==> config.mk <==
export PLATFORM = sky130hd
export DESIGN_NAME = stream_extender
export DESIGN_NICKNAME = d
export VERILOG_FILES = /design/src/rtl/ext_pkg.sv /design/src/rtl/ext_lane.sv /design/src/rtl/stream_extender.sv
export SDC_FILE = /design/constraint.sdc
export NUM_CORES = 1
export LEC_CHECK = 0
export BUFFER_PORTS_ARGS = -buffer_cell sky130_fd_sc_hd__buf_4
export CAP_MARGIN = 30
export CORE_MARGIN = 8
export CORE_UTILIZATION = 50
export CTS_CLUSTER_DIAMETER = 50
export DETAILED_ROUTE_END_ITERATION = 7
export GPL_TIMING_DRIVEN = 0
export PLACE_DENSITY = 0.84
export SLEW_MARGIN = 10
export SYNTH_ARGS = -nofsm -noshare
export SYNTH_HDL_FRONTEND = slang
export SYNTH_SLANG_ARGS = --single-unit
==> constraint.sdc <==
create_clock -name clk_i -period 2.9 [get_ports clk_i]
set_input_delay 0.58 -clock clk_i [delete_from_list [all_inputs] [get_ports clk_i]]
set_output_delay 0.58 -clock clk_i [all_outputs]
set_load 0.01 [all_outputs]
==> src/rtl/ext_pkg.sv <==
// Shared types for the stream extender: extension mode and skid-buffer occupancy.
package ext_pkg;

   typedef enum logic {
      EXT_SIGN = 1'b0,
      EXT_ZERO = 1'b1
   } ext_mode_e;

   typedef enum logic [1:0] {
      BUF_EMPTY,
      BUF_ONE,
      BUF_FULL
   } buf_state_e;

endpackage

==> src/rtl/ext_lane.sv <==
// Single-element extend-and-scale: sign/zero extend to OUT_SIZE, then left shift
// by a clamped amount so the result can never overflow.
module ext_lane
   import ext_pkg::*;
#(
   parameter int IN_SIZE  = 4,
   parameter int OUT_SIZE = 8,
   parameter int SH_W     = 3
) (
   input  logic [IN_SIZE-1:0]  x,
   input  ext_mode_e           mode,
   input  logic [SH_W-1:0]     shift,
   output logic [OUT_SIZE-1:0] y
);

   localparam logic [SH_W-1:0] MAX_SH = SH_W'(OUT_SIZE - IN_SIZE);

   logic                fill_bit;
   logic [OUT_SIZE-1:0] ext_val;
   logic [SH_W-1:0]     sh_clamped;

   assign fill_bit   = (mode == EXT_SIGN) & x[IN_SIZE-1];
   assign ext_val    = {{(OUT_SIZE-IN_SIZE){fill_bit}}, x};
   assign sh_clamped = (shift > MAX_SH) ? MAX_SH : shift;
   assign y          = ext_val << sh_clamped;

endmodule

==> src/rtl/stream_extender.sv <==
// Multi-lane stream widener with valid/ready handshake, registered ready and a
// 2-entry skid buffer that stores only already-extended results.
module stream_extender
   import ext_pkg::*;
#(
   parameter int N_LANES  = 4,
   parameter int IN_SIZE  = 4,
   parameter int OUT_SIZE = 8,
   parameter int CNT_W    = 16,
   localparam int SH_W    = $clog2(OUT_SIZE - IN_SIZE + 1)
) (
   input  logic                         clk_i,
   input  logic                         rst_i,
   input  logic                         in_valid_i,
   output logic                         in_ready_o,
   input  logic [N_LANES*IN_SIZE-1:0]   in_data_i,
   input  logic                         in_mode_i,
   input  logic [SH_W-1:0]              in_shift_i,
   output logic                         out_valid_o,
   input  logic                         out_ready_i,
   output logic [N_LANES*OUT_SIZE-1:0]  out_data_o,
   output logic [CNT_W-1:0]             xfer_cnt_o
);

   localparam int OW = N_LANES * OUT_SIZE;

   logic [OW-1:0]    ext_data;
   logic [OW-1:0]    head_reg;
   logic [OW-1:0]    tail_reg;
   buf_state_e       state_reg;
   logic             ready_reg;
   logic [CNT_W-1:0] cnt_reg;
   logic             in_xfer;
   logic             out_xfer;

   for (genvar gi = 0; gi < N_LANES; gi++) begin : g_lane
      ext_lane #(
         .IN_SIZE  (IN_SIZE),
         .OUT_SIZE (OUT_SIZE),
         .SH_W     (SH_W)
      ) u_lane (
         .x     (in_data_i[gi*IN_SIZE +: IN_SIZE]),
         .mode  (ext_mode_e'(in_mode_i)),
         .shift (in_shift_i),
         .y     (ext_data[gi*OUT_SIZE +: OUT_SIZE])
      );
   end

   assign in_xfer     = in_valid_i && ready_reg;
   assign out_valid_o = (state_reg != BUF_EMPTY);
   assign out_xfer    = out_valid_o && out_ready_i;
   assign in_ready_o  = ready_reg;
   assign out_data_o  = head_reg;
   assign xfer_cnt_o  = cnt_reg;

   // head_reg is always the oldest entry; tail_reg is only live in BUF_FULL.
   always_ff @(posedge clk_i or posedge rst_i) begin
      if (rst_i) begin
         state_reg <= BUF_EMPTY;
         ready_reg <= 1'b1;
         head_reg  <= '0;
         tail_reg  <= '0;
         cnt_reg   <= '0;
      end else begin
         if (out_xfer)
            cnt_reg <= cnt_reg + 1'b1;
         case (state_reg)
            BUF_EMPTY: begin
               if (in_xfer) begin
                  head_reg  <= ext_data;
                  state_reg <= BUF_ONE;
               end
            end
            BUF_ONE: begin
               if (in_xfer && out_xfer) begin
                  head_reg <= ext_data;
               end else if (in_xfer) begin
                  tail_reg  <= ext_data;
                  state_reg <= BUF_FULL;
                  ready_reg <= 1'b0;
               end else if (out_xfer) begin
                  state_reg <= BUF_EMPTY;
               end
            end
            BUF_FULL: begin
               if (out_xfer) begin
                  head_reg  <= tail_reg;
                  state_reg <= BUF_ONE;
                  ready_reg <= 1'b1;
               end
            end
            default: begin
               state_reg <= BUF_EMPTY;
               ready_reg <= 1'b1;
            end
         endcase
      end
   end

endmodule

==> results of run 1 <==
[power breakdown]
part / switching, mW / internal, mW / total [mW]
Clock: 0.475 / 0.500 / 0.975
Sequential: 0.301 / 1.61 / 1.91
Combinational: 0.761 / 0.709 / 1.47
[through the flow]
step | util | cell area, sq um | TNS, ns
global route | 0.6244 | 5079 | 0
detailed placement | 0.5962 | 4850 | 0
CTS | 0.6244 | 5079 | 0
global placement | 0.5925 | 4820 | -61.20
finish | 0.6244 | 5079 | 0
floorplan | - | 4163 | 0
[final timing paths]
check	endpoint	depth (start not counted)
hold reg to reg	xfer_cnt_o[15]$_DFFE_PP0P_	1
hold / removal	xfer_cnt_o[8]$_DFFE_PP0P_	2
setup / recovery	out_valid_o	2
setup reg to reg	tail_reg[4]$_DFFE_PP0P_	5
max in group asynchronous	out_data_o[12]$_DFFE_PP0P_	3
min in group clk_i	xfer_cnt_o[15]$_DFFE_PP0P_	1
[worst max-delay path, stage by stage (launching register included)]
cell and delay [ns]:
dfrtp_1 0.47, or2_2 0.32, buf_4 0.14
[per-layer routing]
metal,GRT usage,up-vias,share of wire
met5,0,-,0
met2,0.3261,186,0.46
met3,0.05819,29,0.087
met4,0.08643,0,0.023
li1,-,1741,-
met1,0.2675,1833,0.43
[cell usage in the layout (no fill, tap or decap), types with 4 or more instances in the layout]
cell type / count
xor2_1: 4
nand3_1: 20
mux2_2: 5
a221oi_1: 6
nor3b_1: 5
buf_2: 15
nor2_1: 39
clkbuf_8: 9
nand2b_1: 7
clkbuf_1: 10
o21ai_0: 12
a31oi_1: 15
a21oi_1: 9
xnor2_1: 12
o311ai_1: 7
o22ai_1: 4
buf_4: 73
mux2i_1: 12
dfrtp_1: 82
inv_1: 7
o31ai_1: 11
nand2_1: 102
o21a_1: 8
nor2b_1: 6
[kinds of logic (layout without fill, tap and decap cells)]
| kind of cell | after synthesis | after routing | synth area share |
|---|---|---|---|
| adders and majority gates | 1 | 1 | 0.003005 |
| and+or+nand+nor | 196 | 196 | 0.2086 |
| muxes | 17 | 17 | 0.04238 |
| xor gates and xnor gates | 16 | 16 | 0.03366 |
| AOI/OAI and AO/OA | 95 | 95 | 0.1641 |
| DFF | 83 | 83 | 0.4993 |
| buffers and inverters | 40 | 127 | 0.04899 |
[final cells by class]
| type | count | area [sq um] | area share |
|---|---|---|---|
| sequential | 83 | 2078 | 0.4092 |
| tap | 105 | 131.4 | 0.02587 |
| buffer | 32 | 173.9 | 0.03424 |
| clock buffer | 9 | 123.9 | 0.02439 |
| clock inverter | 7 | 105.1 | 0.02069 |
| timing repair buffer | 71 | 553.0 | 0.1089 |
| inverter | 8 | 32.53 | 0.006406 |
| multi-input combinational | 325 | 1881 | 0.3703 |
==> run summary, run 1 <==
Run status = finished, final reports clean
Post-Syn Nets = 473
Post-synth ARST share = 1.000
Fmax = 528.1 MHz
Pwr/cell area = 858.0 mW/mm^2
Via count = 3,789
Pre-Repair DR Iteration Count = 5
Max-slew headroom = 0.5899
Slew Viols, Final = 0
Worst-margin pin slew = 0.6096 ns
CTS resizes = 0
Largest net degree at the start of global routing = 64
Worst Path Arrival = 1.31 ns
LEAKAGE = 2.356 nW
Placer Congestion = 0.9446
Hold Buf Count CTS = 0
H-Tree Depth = 3
Placed cells = 624
Die area = 0.01150 sq mm
Finish-stage setup viols = 0
Initial antenna violation count = 0
Worst setup margin = 1.006 ns
Flop2flop setup slack = 1.10 ns
Critical Path Start = state_reg[1]$_DFFE_PP0P_
Critical path class = reg -> out
Reg2reg start = state_reg[1]$_DFFE_PP0P_
Drt initial violations = 249
Vias in the first global route = 3,767
ANT nets after route = 0
Vias per cell = 5.920
Yosys Warn Count = 0
Number of remaining DRC errors = 0
First-pass GRT wire length = 19,180 um
Final min period = 1.894 ns
Max VDD drop = 0.4019 mV
Most frequent cell after synthesis = nand2_1
Die X = 107.2 um
GRT Util Overall = 0.2092
CTS Buf Count = 9
Fillcell total = 698
RSZ-0062 raised after global routing = false
Reg clk slew, reported paths = 0.10 ns
Wire length per cell = 18.28 um
Endpoint class of the critical path = output port
Initial Utilization = 0.5118
DP Wirelength = 8703 um
Rows = 33
Area leader, netlist = dfrtp_1
Fin. Hold Viols = 0
Longest Clk Path Bufs = 2
Largest cells by area after synthesis = dfrtp_1, nand2_1, nor2_1
Yosys reg bits = 83
Clk_lat worst skew = 0.38 ns
Fin cells = 640
Hold WS = 0.1377 ns
IO Count = 74
Max-Cap Viols = 0
Setup bufs post-CTS = 0
Post-synth EDFFs = 0
Main synth FF type = dfrtp_1
Synth Area per Inst = 9.292 sq um
Top-area cell type share of the netlist area = 0.4929
CP max FO = 9
Hold Path Class = in -> async
Yosys cell types = 51
CP Data Required Time = 2.32 ns
Area Growth Syn to Fin = 22.00%
CTS tree = built
Detailed-route wire length = 11,700 um
Clk root buf = clkbuf_8
Post-synthesis sequential area ratio = 0.4992
Port bufs = 70
Layout cells sized above 1 = 0.2243
N_diodes = 0
Chip height = 107.2 um
Tot Pwr = 4.357 mW
Core ar. = 0.008134 sq mm
Final Skew = 0.01074 ns
Nets = 555
Cell Area, Synth = 0.004163 sq mm
Post-route clock period utilization = 0.6530
GRT Residual Overflow = 0
Top post-synthesis cells by count = nand2_1, dfrtp_1, nor2_1
Clock net sink count = 83
Cell count after synthesis = 448
Worst setup SP type = register
Pre-CTS setup slack = 0.8614 ns
Note: power is estimated with default switching activity, not from simulation.
==> run 2, diff against run 1 <==
Clock period 2.9 ns to 1.5 ns, I/O delays scaled along.
==> run summary, run 2 (synthesis results as in run 1) <==
Largest net degree at the start of global routing = 32 (-50%)
RR Endpoint = out_data_o[27]$_DFFE_PP0P_
Run status = finished with violations
CTS Buf Count = 9 (unchanged)
Max VDD drop = 0.9448 mV (+140%)
Rows = 33 (unchanged)
Area Growth Syn to Fin = 28.64%
H-Tree Depth = 3 (unchanged)
IO Count = 74 (unchanged)
Drt initial violations = 248 (-0.40%)
Fmax = 654.4 MHz
Fin. Hold Viols = 23 (+23)
Layout cells sized above 1 = 0.2970 (+0.07275)
Via count = 3,837 (+1.3%)
Critical path class = reg -> reg
Port bufs = 70 (unchanged)
ANT nets after route = 0 (unchanged)
Initial antenna violation count = 0 (unchanged)
Vias in the first global route = 3,914 (+3.9%)
Worst Path Arrival = 1.78 ns (+0.47 ns)
Worst setup margin = -0.02820 ns (-1.035 ns)
N_diodes = 0 (unchanged)
Max-Cap Viols = 0 (unchanged)
GRT Residual Overflow = 0 (unchanged)
First-pass GRT wire length = 19,820 um (+3.3%)
Worst r2r path cells = 6 (+1)
DP Wirelength = 8729 um (+0.30%)
Fin cells = 647 (+1.1%)
Reg clk slew, reported paths = 0.09 ns (about the same)
Hold Path Class = in -> async
Clk root buf = clkbuf_8
Tot Pwr = 8.516 mW (+95%)
Commonest non-fill, non-tap cells in the layout = nand2_1, buf_4, dfrtp_1
Die area = 0.01150 sq mm (unchanged)
CP max FO = 10 (+1)
Wire length per cell = 18.80 um (+2.9%)
Clk_lat worst skew = 0.36 ns (-0.02 ns)
Flop2flop setup slack = -0.03 ns (-1.13 ns)
Longest Clk Path Bufs = 2 (unchanged)
RSZ-0062 raised after global routing = true
Chip height = 107.2 um (unchanged)
LEAKAGE = 2.454 nW (+4.2%)
Core ar. = 0.008134 sq mm (unchanged)
Finish-stage setup viols = 12 (+12)
Pre-Repair DR Iteration Count = 5 (unchanged)
Failing checks = negative hold slack, negative setup slack
CP Data Required Time = 1.76 ns (-0.56 ns)
CTS tree = built
Post-route clock period utilization = 1.019
GRT Util Overall = 0.2144 (+0.005224)
Initial Utilization = 0.5118 (unchanged)
Nets = 562 (+1.3%)
Endpoint class of the critical path = register
Clock net sink count = 83 (unchanged)
Final Skew = 0.008163 ns (-0.002579 ns)
Hold WS = -0.01626 ns (-0.1539 ns)
Final min period = 1.528 ns
Die X = 107.2 um (unchanged)
Detailed-route wire length = 12,170 um (+4.0%)
Max-slew headroom = 0.6276 (+0.03764)
Number of remaining DRC errors = 0 (unchanged)
Slew Viols, Final = 0 (unchanged)
Placer Congestion = 0.9367 (-0.84%)
Reg2reg start = state_reg[0]$_DFFE_PP0P_
Most common cell after layout, fill and taps aside = nand2_1
Pwr/cell area = 1590 mW/mm^2 (+85%)
Worst-margin pin slew = 0.5574 ns (-0.05217 ns)
Vias per cell = 5.930 (+0.17%)
Placed cells = 625 (+0.16%)
Worst setup SP type = register
[run 2: cell types whose count changed in the layout (fill, tap and decap cells not counted), moves of 6 or more]
| cell | change |
|---|---|
| buf_4 | +8 |
| buf_6 | +6 |
| clkbuf_1 | -6 |
| buf_2 | -8 |
| nor2_2 | +6 |
| nor2_1 | -6 |
[run 2: where the power goes]
part,switching (mW),internal [mW]
registers,0.611,3.12
logic,1.54,1.53
clock network,0.917,0.799
total,3.07,5.45
[run 2: worst max-delay path by stage]
| stage | from | end | slack (ns) | cells past startpoint |
|---|---|---|---|---|
| finish | state_reg[0]$_DFFE_PP0P_ | out_data_o[27]$_DFFE_PP0P_ | -0.03 | 6 |
| global route | state_reg[0]$_DFFE_PP0P_ | out_data_o[16]$_DFFE_PP0P_ | -0.09 | 6 |
| CTS | state_reg[1]$_DFFE_PP0P_ | out_data_o[26]$_DFFE_PP0P_ | 0.0008 | 6 |
| detailed placement | out_ready_i | out_data_o[8]$_DFFE_PP0P_ | -0.29 | 5 |
| global placement | rst_i | tail_reg[7]$_DFFE_PP0P_ | -0.31 | 2 |
| floorplan | in_shift_i[0] | out_data_o[12]$_DFFE_PP0P_ | 0.08 | 5 |
[run 2: stage by stage]
step           utilization  hold WS [ns]  setup slack, ns  cell area [sq um]  TNS (ns)
2_1_floorplan            -        0.4280          0.07805               4167         0
3_3_place_gp        0.5930        0.4508          -0.3065               4823    -32.20
3_5_place_dp        0.5979        0.3947          -0.2856               4863    -9.695
4_1_cts             0.6370     0.0001074        0.0008334               5181         0
5_1_grt             0.6584       0.01875         -0.09303               5355    -2.267
6_report            0.6584      -0.01626         -0.02820               5355   -0.1900
[run 2: per-layer routing]
metal / part of all wire / vias up / track usage / routed length (um)
met2: 0.47 / 174 / 0.3354 / 5704
met3: 0.081 / 29 / 0.06119 / 981
met1: 0.43 / 1891 / 0.2747 / 5185
li1: - / 1743 / - / -
met5: 0 / - / 0 / 0
met4: 0.024 / 0 / 0.08141 / 295
[run 2: timing repair]
| action | 4_1_cts | 5_1_grt |
|---|---|---|
| cloned | 0 | 1 |
| buffers inserted | 3 | 2 |
| pin swaps | 2 | 6 |
| hold buffers | 0 | 0 |
| endpoints found under the setup margin | 69 | 70 |
| gates resized for setup | 33 | 44 |
[run 2: cell type report]
type                       count  area, sq um
buffer                        32        266.5
clock buffer                   9        123.9
clock inverter                 7        83.83
fill                         642         2779
inverter                       8        33.78
multi-input combinational    325         2002
sequential                    83         2081
tap                          105        131.4
timing repair buffer          78        633.1
[run 2: worst max-delay path, cell delays in order, from the launching register on]
cell      delay [ns]
dfrtp_2         0.47
nor2b_1         0.16
buf_4           0.18
a32o_2          0.20
buf_6           0.17
o311ai_1        0.11
o21a_1          0.13
==> run 3, diff against run 2 <==
Settings changed: SKIP_CTS_REPAIR_TIMING from default to 1.
==> run summary, run 3 (synthesis results as in run 1) <==
Nets = 560 (-0.36%)
Clk root buf = clkbuf_8
GRT Util Overall = 0.2114 (-0.002964)
CP Data Required Time = 1.75 ns (about the same)
Slew Viols, Final = 0 (unchanged)
Vias in the first global route = 3,856 (-1.5%)
Final Skew = 0.008595 ns (+0.0004315 ns)
LEAKAGE = 2.449 nW (-0.23%)
Reg clk slew, reported paths = 0.09 ns (about the same)
Max-Cap Viols = 0 (unchanged)
Fmax = 659.0 MHz (+0.71%)
Detailed-route wire length = 12,030 um (-1.1%)
Fin. Hold Viols = 23 (unchanged)
Wire length per cell = 18.65 um (-0.79%)
Largest net degree at the start of global routing = 32 (unchanged)
Final min period = 1.517 ns (-0.01074 ns)
Commonest non-fill, non-tap cells in the layout = nand2_1, buf_4, dfrtp_1
Pre-Repair DR Iteration Count = 4 (-1)
Top cell family by delay on the critical path = flip-flops
GRT Residual Overflow = 0 (unchanged)
Worst Path Arrival = 1.77 ns (about the same)
Max VDD drop = 0.9472 mV (+0.25%)
Clk_lat worst skew = 0.36 ns (about the same)
Longest Clk Path Bufs = 2 (unchanged)
Critical path class = reg -> reg
N_diodes = 0 (unchanged)
DP Wirelength = 8729 um (unchanged)
CP bufs+invs = 2 (unchanged)
Placer Congestion = 0.9367 (unchanged)
CP max stage cell = dfrtp_2
Hold Path Class = in -> async
CP max FO = 10 (unchanged)
Fillcell total = 640 (-0.31%)
Most common cell after layout, fill and taps aside = nand2_1
Post-route clock period utilization = 1.012 (-0.007163)
Die X = 107.2 um (unchanged)
Clock net sink count = 83 (unchanged)
Port bufs = 70 (unchanged)
Initial antenna violation count = 0 (unchanged)
Post-Place Cell Area = 0.004863 sq mm (unchanged)
Pwr/cell area = 1596 mW/mm^2 (+0.36%)
Via count = 3,837 (unchanged)
RSZ-0062 raised after global routing = true
Crit-path max cell delay = 0.46 ns (about the same)
CTS Buf Count = 9 (unchanged)
Hold WS = -0.01453 ns (+0.001735 ns)
H-Tree Depth = 3 (unchanged)
Critical path cell sequence = nor2b_1 -> buf_4 -> a32o_2 -> buf_4 -> o21a_1
Endpoint class of the critical path = register
Worst setup margin = -0.01745 ns (+0.01074 ns)
Placed cells = 625 (unchanged)
ANT nets after route = 0 (unchanged)
Finish-stage setup viols = 8 (-4)
Initial Utilization = 0.5118 (unchanged)
Failing checks = negative hold slack, negative setup slack
Drt initial violations = 228 (-8.1%)
Number of remaining DRC errors = 0 (unchanged)
Layout cells sized above 1 = 0.2889 (-0.008159)
CTS tree = built
Chip height = 107.2 um (unchanged)
Rows = 33 (unchanged)
Max-slew headroom = 0.6174 (-0.01021)
Worst-margin pin slew = 0.5688 ns (+0.01138 ns)
TNS Setup = -0.06890 ns (+0.1211 ns)
Die area = 0.01150 sq mm (unchanged)
Fin cells = 645 (-0.31%)
Run status = finished with violations
Area Growth Syn to Fin = 27.92%
First-pass GRT wire length = 19,580 um (-1.2%)
Final Util = 0.6547 (-0.003691)
Worst setup SP type = register
Most common cell on crit path = buf_4
Final instance area = 0.005325 sq mm (-0.56%)
Core ar. = 0.008134 sq mm (unchanged)
Vias per cell = 5.949 (+0.31%)
IO Count = 74 (unchanged)
==> run 3: power by group <==
part | switching, mW | internal (mW) | leakage (nW)
Combinational | 1.53 | 1.53 | 1.30
Sequential | 0.610 | 3.12 | 1.04
Clock | 0.906 | 0.798 | 0.102
Total | 3.05 | 5.45 | 2.45
==> run 3: cell type report <==
| class | count | area (sq um) | share of cell area |
|---|---|---|---|
| Clock buffer | 9 | 123.9 | 0.02326 |
| Inverter | 8 | 33.78 | 0.006344 |
| Tap cell | 105 | 131.4 | 0.02467 |
| Sequential cell | 83 | 2082 | 0.3910 |
| Timing Repair Buffer | 76 | 618.1 | 0.1161 |
| Multi-Input combinational cell | 325 | 1989 | 0.3736 |
| Buffer | 32 | 262.8 | 0.04934 |
| Clock inverter | 7 | 83.83 | 0.01574 |
==> run 3: worst register-to-register path: cells and delay by family, from the launching register on <==
kind                   cells  cell delay (ns)
flip-flops                 1             0.46
AO/OA/AOI/OAI              2             0.44
buffers and inverters      2             0.35
AND/OR/NAND/NOR            1             0.15
==> run 3: path summary, 6_finish.rpt <==
check	startpoint	to	slack, ns	depth (start not counted)
setup / recovery	state_reg[1]$_DFFE_PP0P_	out_data_o[21]$_DFFE_PP0P_	-0.02	5
min in group clk_i	in_data_i[7]	tail_reg[15]$_DFFE_PP0P_	0.23	3
hold reg to reg	tail_reg[19]$_DFFE_PP0P_	tail_reg[19]$_DFFE_PP0P_	0.48	2
max in group asynchronous	rst_i	in_ready_o$_DFFE_PP1P_	0.70	4
hold / removal	rst_i	out_data_o[1]$_DFFE_PP0P_	-0.01	2
setup reg to reg	state_reg[1]$_DFFE_PP0P_	out_data_o[21]$_DFFE_PP0P_	-0.02	5
==> run 3: per-layer routing <==
layer / vias to the layer above / part of all wire / wire length [um] / global-route usage
li1: 1744 / - / - / -
met5: - / 0 / 0 / 0
met4: 0 / 0.020 / 240 / 0.08141
met2: 171 / 0.47 / 5638 / 0.3266
met1: 1897 / 0.43 / 5217 / 0.2705
met3: 25 / 0.078 / 936 / 0.06599
==> run 3: through the flow <==
| step | setup slack, ns | total power, mW |
|---|---|---|
| finish | -0.01745 | 8.499 |
| global route | -0.08046 | 9.042 |
| CTS | -0.2802 | 8.265 |
| detailed placement | -0.2856 | 6.581 |
| global placement | -0.3065 | 6.428 |
| floorplan | 0.07805 | 5.182 |
